$ cat src/rtl/ball_split_ctrl_if.sv
// Collision/frame inputs and ball-control outputs of ball_split_ctrl, grouped as one bundle.
// No handshake: every field is a plain level or one-cycle pulse.
interface ball_split_ctrl_if;
  logic        startOfFrame;
  logic        levelStart;
  logic        hitHuge;
  logic        hitBig1;
  logic        hitBig2;
  logic [10:0] hugeTopLeftX;
  logic [10:0] hugeTopLeftY;
  logic        hugeActive;
  logic        big1Active;
  logic        big2Active;
  logic        bigSpawn;
  logic [10:0] spawn1X;
  logic [10:0] spawn2X;
  logic [10:0] spawnY;
  logic        shotClear;
  logic        levelCleared;
  logic [7:0]  scoreAdd;

  modport master (
    output startOfFrame, levelStart, hitHuge, hitBig1, hitBig2, hugeTopLeftX, hugeTopLeftY,
    input  hugeActive, big1Active, big2Active, bigSpawn, spawn1X, spawn2X, spawnY,
           shotClear, levelCleared, scoreAdd
  );

  modport slave (
    input  startOfFrame, levelStart, hitHuge, hitBig1, hitBig2, hugeTopLeftX, hugeTopLeftY,
    output hugeActive, big1Active, big2Active, bigSpawn, spawn1X, spawn2X, spawnY,
           shotClear, levelCleared, scoreAdd
  );
endinterface

$ cat src/rtl/ball_split_ctrl.sv
// Huge/big ball life-cycle, split and level-clear sequencing; scoring only when BALL_SPLIT_SCORE_EN is defined.
// All outputs registered one cycle after the sampled inputs; no backpressure, hits are level inputs.
module ball_split_ctrl #(
  parameter int SCREEN_W     = 640,
  parameter int BIG_W        = 32,
  parameter int SPLIT_OFFSET = 48,
  parameter int GRACE_FRAMES = 8
) (
  input  logic              clk,
  input  logic              resetN,
  ball_split_ctrl_if.slave  bus
);

  localparam int          GW        = $clog2(GRACE_FRAMES + 1);
  localparam logic [11:0] SPAWN_MAX = 12'(SCREEN_W - BIG_W);

  typedef enum logic [2:0] {IDLE, HUGE_LIVE, SPLIT, BIG_LIVE, CLEARED} state_t;

  state_t          state, state_nxt;
  logic            huge_act, huge_act_nxt;
  logic            big1_act, big1_act_nxt;
  logic            big2_act, big2_act_nxt;
  logic            spawn, spawn_nxt;
  logic            shot, shot_nxt;
  logic            clr, clr_nxt;
  logic [10:0]     cap_x, cap_x_nxt, cap_y, cap_y_nxt;
  logic [10:0]     s1x, s1x_nxt, s2x, s2x_nxt, sy, sy_nxt;
  logic [GW-1:0]   grace, grace_nxt;
  logic [11:0]     sum_x;
  logic [10:0]     clamp_x;
  logic            kill1, kill2;

  // 12-bit sum so a huge ball near the right edge clamps instead of wrapping
  assign sum_x   = {1'b0, cap_x} + 12'(SPLIT_OFFSET);
  assign clamp_x = (sum_x > SPAWN_MAX) ? SPAWN_MAX[10:0] : sum_x[10:0];

  assign kill1 = (state == BIG_LIVE) && (grace == '0) && bus.hitBig1 && big1_act && !bus.levelStart;
  assign kill2 = (state == BIG_LIVE) && (grace == '0) && bus.hitBig2 && big2_act && !bus.levelStart;

  always_ff @(posedge clk or negedge resetN) begin
    if (!resetN) begin
      state    <= IDLE;
      huge_act <= 1'b0;
      big1_act <= 1'b0;
      big2_act <= 1'b0;
      spawn    <= 1'b0;
      shot     <= 1'b0;
      clr      <= 1'b0;
      cap_x    <= '0;
      cap_y    <= '0;
      s1x      <= '0;
      s2x      <= '0;
      sy       <= '0;
      grace    <= '0;
    end else begin
      state    <= state_nxt;
      huge_act <= huge_act_nxt;
      big1_act <= big1_act_nxt;
      big2_act <= big2_act_nxt;
      spawn    <= spawn_nxt;
      shot     <= shot_nxt;
      clr      <= clr_nxt;
      cap_x    <= cap_x_nxt;
      cap_y    <= cap_y_nxt;
      s1x      <= s1x_nxt;
      s2x      <= s2x_nxt;
      sy       <= sy_nxt;
      grace    <= grace_nxt;
    end
  end

  always_comb begin
    state_nxt    = state;
    huge_act_nxt = huge_act;
    big1_act_nxt = big1_act;
    big2_act_nxt = big2_act;
    spawn_nxt    = 1'b0;
    shot_nxt     = 1'b0;
    clr_nxt      = 1'b0;
    cap_x_nxt    = cap_x;
    cap_y_nxt    = cap_y;
    s1x_nxt      = s1x;
    s2x_nxt      = s2x;
    sy_nxt       = sy;
    grace_nxt    = grace;

    // levelStart starts a level from IDLE and aborts one from any other state
    if (bus.levelStart) begin
      state_nxt    = HUGE_LIVE;
      huge_act_nxt = 1'b1;
      big1_act_nxt = 1'b0;
      big2_act_nxt = 1'b0;
      grace_nxt    = '0;
    end else begin
      case (state)
        IDLE: ;
        HUGE_LIVE: begin
          if (bus.hitHuge) begin
            cap_x_nxt    = bus.hugeTopLeftX;
            cap_y_nxt    = bus.hugeTopLeftY;
            huge_act_nxt = 1'b0;
            shot_nxt     = 1'b1;
            state_nxt    = SPLIT;
          end
        end
        SPLIT: begin
          spawn_nxt    = 1'b1;
          s1x_nxt      = cap_x;
          s2x_nxt      = clamp_x;
          sy_nxt       = cap_y;
          big1_act_nxt = 1'b1;
          big2_act_nxt = 1'b1;
          grace_nxt    = GW'(GRACE_FRAMES);
          state_nxt    = BIG_LIVE;
        end
        BIG_LIVE: begin
          if (bus.startOfFrame && (grace != '0))
            grace_nxt = grace - GW'(1);
          if (kill1)
            big1_act_nxt = 1'b0;
          if (kill2)
            big2_act_nxt = 1'b0;
          shot_nxt = kill1 | kill2;
          if (!(big1_act && !kill1) && !(big2_act && !kill2))
            state_nxt = CLEARED;
        end
        CLEARED: begin
          clr_nxt   = 1'b1;
          state_nxt = IDLE;
        end
        default: state_nxt = IDLE;
      endcase
    end
  end

`ifdef BALL_SPLIT_SCORE_EN
  logic [7:0] score, score_nxt;

  always_comb begin
    score_nxt = 8'd0;
    if ((state == HUGE_LIVE) && bus.hitHuge && !bus.levelStart)
      score_nxt = 8'd10;
    else if (kill1 && kill2)
      score_nxt = 8'd40;
    else if (kill1 || kill2)
      score_nxt = 8'd20;
  end

  always_ff @(posedge clk or negedge resetN) begin
    if (!resetN)
      score <= 8'd0;
    else
      score <= score_nxt;
  end

  assign bus.scoreAdd = score;
`else
  assign bus.scoreAdd = 8'd0;
`endif

  assign bus.hugeActive   = huge_act;
  assign bus.big1Active   = big1_act;
  assign bus.big2Active   = big2_act;
  assign bus.bigSpawn     = spawn;
  assign bus.spawn1X      = s1x;
  assign bus.spawn2X      = s2x;
  assign bus.spawnY       = sy;
  assign bus.shotClear    = shot;
  assign bus.levelCleared = clr;

endmodule
$ cat src/flat_wrapper.sv
// flat-port wrapper written by rule: the top's interface ports become plain ports
module ball_split_ctrl_flat 
#(
  parameter int SCREEN_W     = 640,
  parameter int BIG_W        = 32,
  parameter int SPLIT_OFFSET = 48,
  parameter int GRACE_FRAMES = 8
)
  (clk, resetN, bus_startOfFrame, bus_levelStart, bus_hitHuge, bus_hitBig1, bus_hitBig2, bus_hugeTopLeftX, bus_hugeTopLeftY, bus_hugeActive, bus_big1Active, bus_big2Active, bus_bigSpawn, bus_spawn1X, bus_spawn2X, bus_spawnY, bus_shotClear, bus_levelCleared, bus_scoreAdd);
  ball_split_ctrl_if bus_i ();
  input  logic clk;
  input  logic resetN;
  input wire logic [$bits(bus_i.startOfFrame)-1:0] bus_startOfFrame;
  input wire logic [$bits(bus_i.levelStart)-1:0] bus_levelStart;
  input wire logic [$bits(bus_i.hitHuge)-1:0] bus_hitHuge;
  input wire logic [$bits(bus_i.hitBig1)-1:0] bus_hitBig1;
  input wire logic [$bits(bus_i.hitBig2)-1:0] bus_hitBig2;
  input wire logic [$bits(bus_i.hugeTopLeftX)-1:0] bus_hugeTopLeftX;
  input wire logic [$bits(bus_i.hugeTopLeftY)-1:0] bus_hugeTopLeftY;
  output wire logic [$bits(bus_i.hugeActive)-1:0] bus_hugeActive;
  output wire logic [$bits(bus_i.big1Active)-1:0] bus_big1Active;
  output wire logic [$bits(bus_i.big2Active)-1:0] bus_big2Active;
  output wire logic [$bits(bus_i.bigSpawn)-1:0] bus_bigSpawn;
  output wire logic [$bits(bus_i.spawn1X)-1:0] bus_spawn1X;
  output wire logic [$bits(bus_i.spawn2X)-1:0] bus_spawn2X;
  output wire logic [$bits(bus_i.spawnY)-1:0] bus_spawnY;
  output wire logic [$bits(bus_i.shotClear)-1:0] bus_shotClear;
  output wire logic [$bits(bus_i.levelCleared)-1:0] bus_levelCleared;
  output wire logic [$bits(bus_i.scoreAdd)-1:0] bus_scoreAdd;
  assign bus_i.startOfFrame = bus_startOfFrame;
  assign bus_i.levelStart = bus_levelStart;
  assign bus_i.hitHuge = bus_hitHuge;
  assign bus_i.hitBig1 = bus_hitBig1;
  assign bus_i.hitBig2 = bus_hitBig2;
  assign bus_i.hugeTopLeftX = bus_hugeTopLeftX;
  assign bus_i.hugeTopLeftY = bus_hugeTopLeftY;
  assign bus_hugeActive = bus_i.hugeActive;
  assign bus_big1Active = bus_i.big1Active;
  assign bus_big2Active = bus_i.big2Active;
  assign bus_bigSpawn = bus_i.bigSpawn;
  assign bus_spawn1X = bus_i.spawn1X;
  assign bus_spawn2X = bus_i.spawn2X;
  assign bus_spawnY = bus_i.spawnY;
  assign bus_shotClear = bus_i.shotClear;
  assign bus_levelCleared = bus_i.levelCleared;
  assign bus_scoreAdd = bus_i.scoreAdd;
  ball_split_ctrl #(.SCREEN_W(SCREEN_W), .BIG_W(BIG_W), .SPLIT_OFFSET(SPLIT_OFFSET), .GRACE_FRAMES(GRACE_FRAMES)) u_core (.clk(clk), .resetN(resetN), .bus(bus_i));
endmodule
$ cat config.mk
export PLATFORM = sky130hd
export DESIGN_NAME = ball_split_ctrl_flat
export DESIGN_NICKNAME = d
export VERILOG_FILES = /design/src/rtl/ball_split_ctrl_if.sv /design/src/rtl/ball_split_ctrl.sv /design/src/flat_wrapper.sv
export SDC_FILE = /design/constraint.sdc
export NUM_CORES = 1
export LEC_CHECK = 0
export CAP_MARGIN = 15
export CORE_MARGIN = 8
export CORE_UTILIZATION = 50
export CTS_BUF_LIST = sky130_fd_sc_hd__clkbuf_16
export DETAILED_ROUTE_END_ITERATION = 16
export DONT_BUFFER_PORTS = 1
export PLACE_DENSITY = 0.69
export SKIP_CTS_REPAIR_TIMING = 1
export SLEW_MARGIN = 20
export SYNTH_ARGS = -nofsm -noshare
export SYNTH_HDL_FRONTEND = slang
export SYNTH_SLANG_ARGS = --single-unit
$ cat constraint.sdc
create_clock -name clk -period 2.3 [get_ports clk]
set_input_delay 0.46 -clock clk [delete_from_list [all_inputs] [get_ports clk]]
set_output_delay 0.46 -clock clk [all_outputs]
set_load 0.1 [all_outputs]
### Word-level counts from Yosys, hierarchy flattened

Index checks and enable logic that the tools add are counted.

| word-level totals | value |
|---|---|
| output and inout port bits | 47 |
| input port bits | 29 |
| word-level logic and storage cells | 81 |
| register bits after elaboration | 68 |

| cells by class | value |
|---|---|
| bitwise operators | 2 |
| reductions and logical operators | 29 |
| $add $sub $neg | 2 |
| muxes and demuxes | 24 |
| equality and inequality tests | 10 |
| $lt $le $gt $ge | 1 |

Operator list:

| kind | count |
|---|---|
| $mux W1 | 13 |
| $add A11 B6 Y12 const B | 1 |
| $gt A12 B10 Y1 const B | 1 |
| $pmux W3 S4 | 1 |
| $logic_and A1 B1 Y1 | 11 |
| $mux W11 | 1 |
| $reduce_and A2 Y1 | 5 |
| $mux W3 | 3 |
| $ne A3 B3 Y1 const B | 3 |
| $mux W4 | 2 |
| $pmux W4 S2 | 1 |
| $eq A3 B2 Y1 const B | 2 |
| $ne A3 B2 Y1 const B | 2 |
| $pmux W1 S2 | 3 |
| $reduce_and A3 Y1 | 2 |
| $logic_not A1 Y1 | 5 |
| $logic_not A4 Y1 | 1 |
| $reduce_bool A2 Y1 | 2 |
| $reduce_bool A4 Y1 | 1 |
| $sub A4 B1 Y4 const B | 1 |
| $eq A3 B1 Y1 const B | 1 |
| $eq A3 B3 Y1 const B | 1 |
| $logic_not A3 Y1 | 1 |
| $reduce_bool A3 Y1 | 1 |
| other kinds (3) | 3 |

### Logic depth before layout (Yosys ltp)

| depth | value |
|---|---|
| word-level depth | 12 |
| depth in mapped cells | 7 |
| gate-level depth less buffers | 7 |

### Least setup slack after synthesis

No wires, ideal clock.

| path | value |
|---|---|
| kind | reg2reg |
| from | register u_core.cap_x[4] |
| to | register u_core.s2x[5], in the netlist u_core.bus.spawn2X[5] |
| setup slack | 0.489 ns |
| buffers on the path | 0 |
| setup time | 0.121 ns |
| required time | 2.179 ns |
| data arrival time | 1.690 ns |
| stages on the path, launching flop included | 8 |
| period minus slack after synthesis | 1.811 ns |
| cell sequence | dfrtp_1 inv_1 ha_1 nand3b_1 nor2_1 a22oi_1 o221a_4 o22a_2 |

| on the way | value |
|---|---|
| cells in the longest elaborated chain, start to end | 3 |

Ends and longest elaborated chain:

| item | line | source |
|---|---|---|
| start, declared | ball_split_ctrl.sv:26 | `logic [10:0] cap_x, cap_x_nxt, cap_y, cap_y_nxt;` |
| start signal, assigned | ball_split_ctrl.sv:63 | `cap_x <= cap_x_nxt;` |
| $add A11 B6 Y12 * | ball_split_ctrl.sv:34 | `assign sum_x = {1'b0, cap_x} + 12'(SPLIT_OFFSET);` |
| $gt A12 B10 Y1 | ball_split_ctrl.sv:35 | `assign clamp_x = (sum_x > SPAWN_MAX) ? SPAWN_MAX[10:0] : sum_x[10:0];` |
| $mux W11 * | ball_split_ctrl.sv:35 |  |
| end signal, assigned | ball_split_ctrl.sv:66 | `s2x <= s2x_nxt;` |
| end, declared | ball_split_ctrl.sv:27 | `logic [10:0] s1x, s1x_nxt, s2x, s2x_nxt, sy, sy_nxt;` |

Mark *: on every way between the ends. The rest lies on a longest branch, timed or not.
A chain may end at the register's enable or synchronous reset.

### Worst setup path after layout

Same ends and word-level chain as after synthesis.

==> flow_summary_export.csv <==
group,metric,value,unit
run_status,outcome,"finished, final reports clean",
die,die_x,92.9,um
cts,cts_tree,"yes",
synthesis,synth_warnings,0,
setup_path,slowest_delay,0.46,ns
routing,wl,6530,um
setup_path,end_kind,"flip-flop",
grt,grt_pass1_vias,2240,
routing,vias_per_cell,5.27,
synthesis,synthMuxAreaShare,7.91,%
synthesis,synth_xor_area_share,0.888,%
setup_path,cp_slowest_cell,"dfrtp_1",
synthesis,ys_seq_elements,68,
synthesis,synth_top_family_by_area,"simple AND/OR/NAND/NOR gates",
die,core,5820,um^2
timing,finalSetupViolCount,0,
place,hpwlAfterDp,4440,um
die,initial_utilization,50.9,%
job,drv_cap,0,
synthesis,postSynthCellCount,280,
place,place_congestion,0.841,
grt,antenna_found_initial,0,
finish,layout_commonest_cell,"nand2_1",
finish,drive_gt1_share,25.6,%
synthesis,synth_compound_area_share,8.46,%
routing,drtIter0Drc,89,
synthesis,syn-cell-area,2960,um^2
setup_path,cp.required,2.51,ns
synthesis,ys_top_cells_by_area,"dfrtp_1 (58%), nand2_1 (11%), mux2_2 (7.2%)",
synthesis,synthDistinctLibCells,44,
timing,rsz0062_at_grt,"no",
cts,clk_latency,0.32,ns
routing,ant_nets,0,
synthesis,synthAdderAreaFrac,1.27,%
timing,fin_crit_sh,90.9,%
setup_path,r2r_end,"u_core.bus.spawn2X[5]",
cts,cts_buffers,9,
setup_path,path_cells,"inv_1 > ha_1 > nand3b_1 > nor2_1 > a22oi_1 > o221a_4 > o22a_2",
timing,holdWs,0.00268,ns
synthesis,synth-edff-count,0,
synthesis,yosys.area_share.simple,18.8,%
timing,setup_ws,0.210,ns
die,die_h,92.9,um
min_path,hold_class,"in -> async",
timing,hold_viol,0,
timing,max_freq,479,MHz
timing,slew_viol_final,0,
timing,fin_tns_setup,0,ns
die,num_io_pins,76,
routing,post-route-drc-count,0,
die,design.die.area,8640,um^2
place,io_buffers,0,
routing,wl_per_cell,16.2,um
grt,grt_usage,16.1,%
timing,fin_crit,2.09,ns
synthesis,synth_top_area_cell,"dfrtp_1",
cts,cts_max_level,3,
cts,clock-sinks,68,
finish,final_cell_mix,"nand2_1 (83), dfrtp_1 (68), buf_4 (43)",
synthesis,synthArstFlopShare,100,%
finish,diodes,0,
synthesis,avgSynthCellArea,10.6,um^2
die,num_rows,28,
synthesis,synth_seq_area_share,57.5,%
place,placed_cells,386,
finish,fin_cells,403,
setup_path,path_class,"reg -> reg",
finish,areaGrowthSynthToFinish,20.2,%
place,dp_slack,0.269,ns
routing,via_count,2123,
grt,grt_max_degree,69,
grt,grt_pass1_wl,10900,um
setup_path,cp.arrival,2.30,ns
setup_path,r2r_cells,7,
cts,cts_root_buf,"clkbuf_16",
routing,dr.pass1.iters,5,
setup_path,reg2reg_from,"u_core.cap_x[4]",
cts,path_clk_slew,0.05,ns
synthesis,synthFlopType,"dfrtp_1",
finish,fin_nets,355,
setup_path,startpoint_type,"flip-flop",
synthesis,synth_top_area_share,57.5,%
setup_path,critPathMaxFanout,7,
setup_path,r2r_setup_slack,0.21,ns
timing,fin_skew,0.00432,ns
grt,overflow,0,
cts,clk_path_buf_depth,2,
==> area by class of cell <==
| class | count | area, um^2 |
|---|---|---|
| Clock inverter | 7 | 28.8 |
| Multi-Input combinational cell | 194 | 1130 |
| Tap cell | 75 | 93.8 |
| Inverter | 6 | 22.5 |
| Clock buffer | 9 | 225 |
| Fill cell | 517 | 2260 |
| Timing Repair Buffer | 44 | 350 |
| Sequential cell | 68 | 1700 |
==> synth_stat cells, types with 3 or more instances <==
library cell  number
o21ai_0           15
dfrtp_1           68
nand2_1           83
mux2_2            19
nand3_1            3
buf_4              9
buf_2              5
a22oi_1            3
ha_1               3
clkbuf_1           3
inv_1              5
nor2_1            16
a21oi_1            5
nand2b_1           3
==> worst max-delay path by stage <==
stage                     from               endpoint  slack (ns)
5_1_grt        u_core.cap_x[4]  u_core.bus.spawn2X[8]        0.07
2_1_floorplan  u_core.cap_x[4]  u_core.bus.spawn2X[5]        0.49
6_report       u_core.cap_x[4]  u_core.bus.spawn2X[5]        0.21
3_3_place_gp   u_core.cap_x[4]  u_core.bus.spawn2X[5]        0.40
3_5_place_dp   u_core.cap_x[4]  u_core.bus.spawn2X[5]        0.27
4_1_cts        u_core.cap_x[4]  u_core.bus.spawn2X[5]        0.24
==> per-stage QoR <==
stage / cell area (um^2) / utilization, %
finish: 3560 / 61.2
global route: 3560 / 61.2
CTS: 3530 / 60.7
detailed placement: 3280 / 56.3
global placement: 3280 / 56.3
floorplan: 2990 / -
==> cell families (layout without fill, tap and decap cells) <==
family	count (synthesis)	after routing
XOR/XNOR	3	3
other	1	8
flip-flops	68	68
multiplexers	21	21
AO/OA/AOI/OAI	36	36
adder cells (fa/ha/maj)	3	3
AND/OR/NAND/NOR	123	123
buffers and inverters	25	66
==> layer usage <==
metal	wire length, um	vias up	track usage, %	part of all wire [%]
met4	85	0	9.26	1.3
li1	-	1015	-	-
met3	447	8	6.07	6.8
met1	2720	1036	18.6	42
met5	0	-	0	0
met2	3280	64	25.0	50
==> worst max-delay path, delay by kind of cell, from the launching register on <==
kind	cells	cell delay (ns)
flops	1	0.46
compound gates	3	0.69
fa+ha+maj	1	0.25
simple gates	2	0.46
buf+inv	1	0.11
==> flip-flops by register name, summed over array words and instances, names as in the netlist, 3 cells and up <==
register and cells:
u_core.state 3, u_core.bus.spawnY 11, u_core.cap_x 11, u_core.bus.spawn1X 11, u_core.grace 4, u_core.cap_y 11, u_core.bus.spawn2X 11
Power is not shown: default switching activity piles up to over one toggle a cycle in this logic, so the estimate is an artifact.
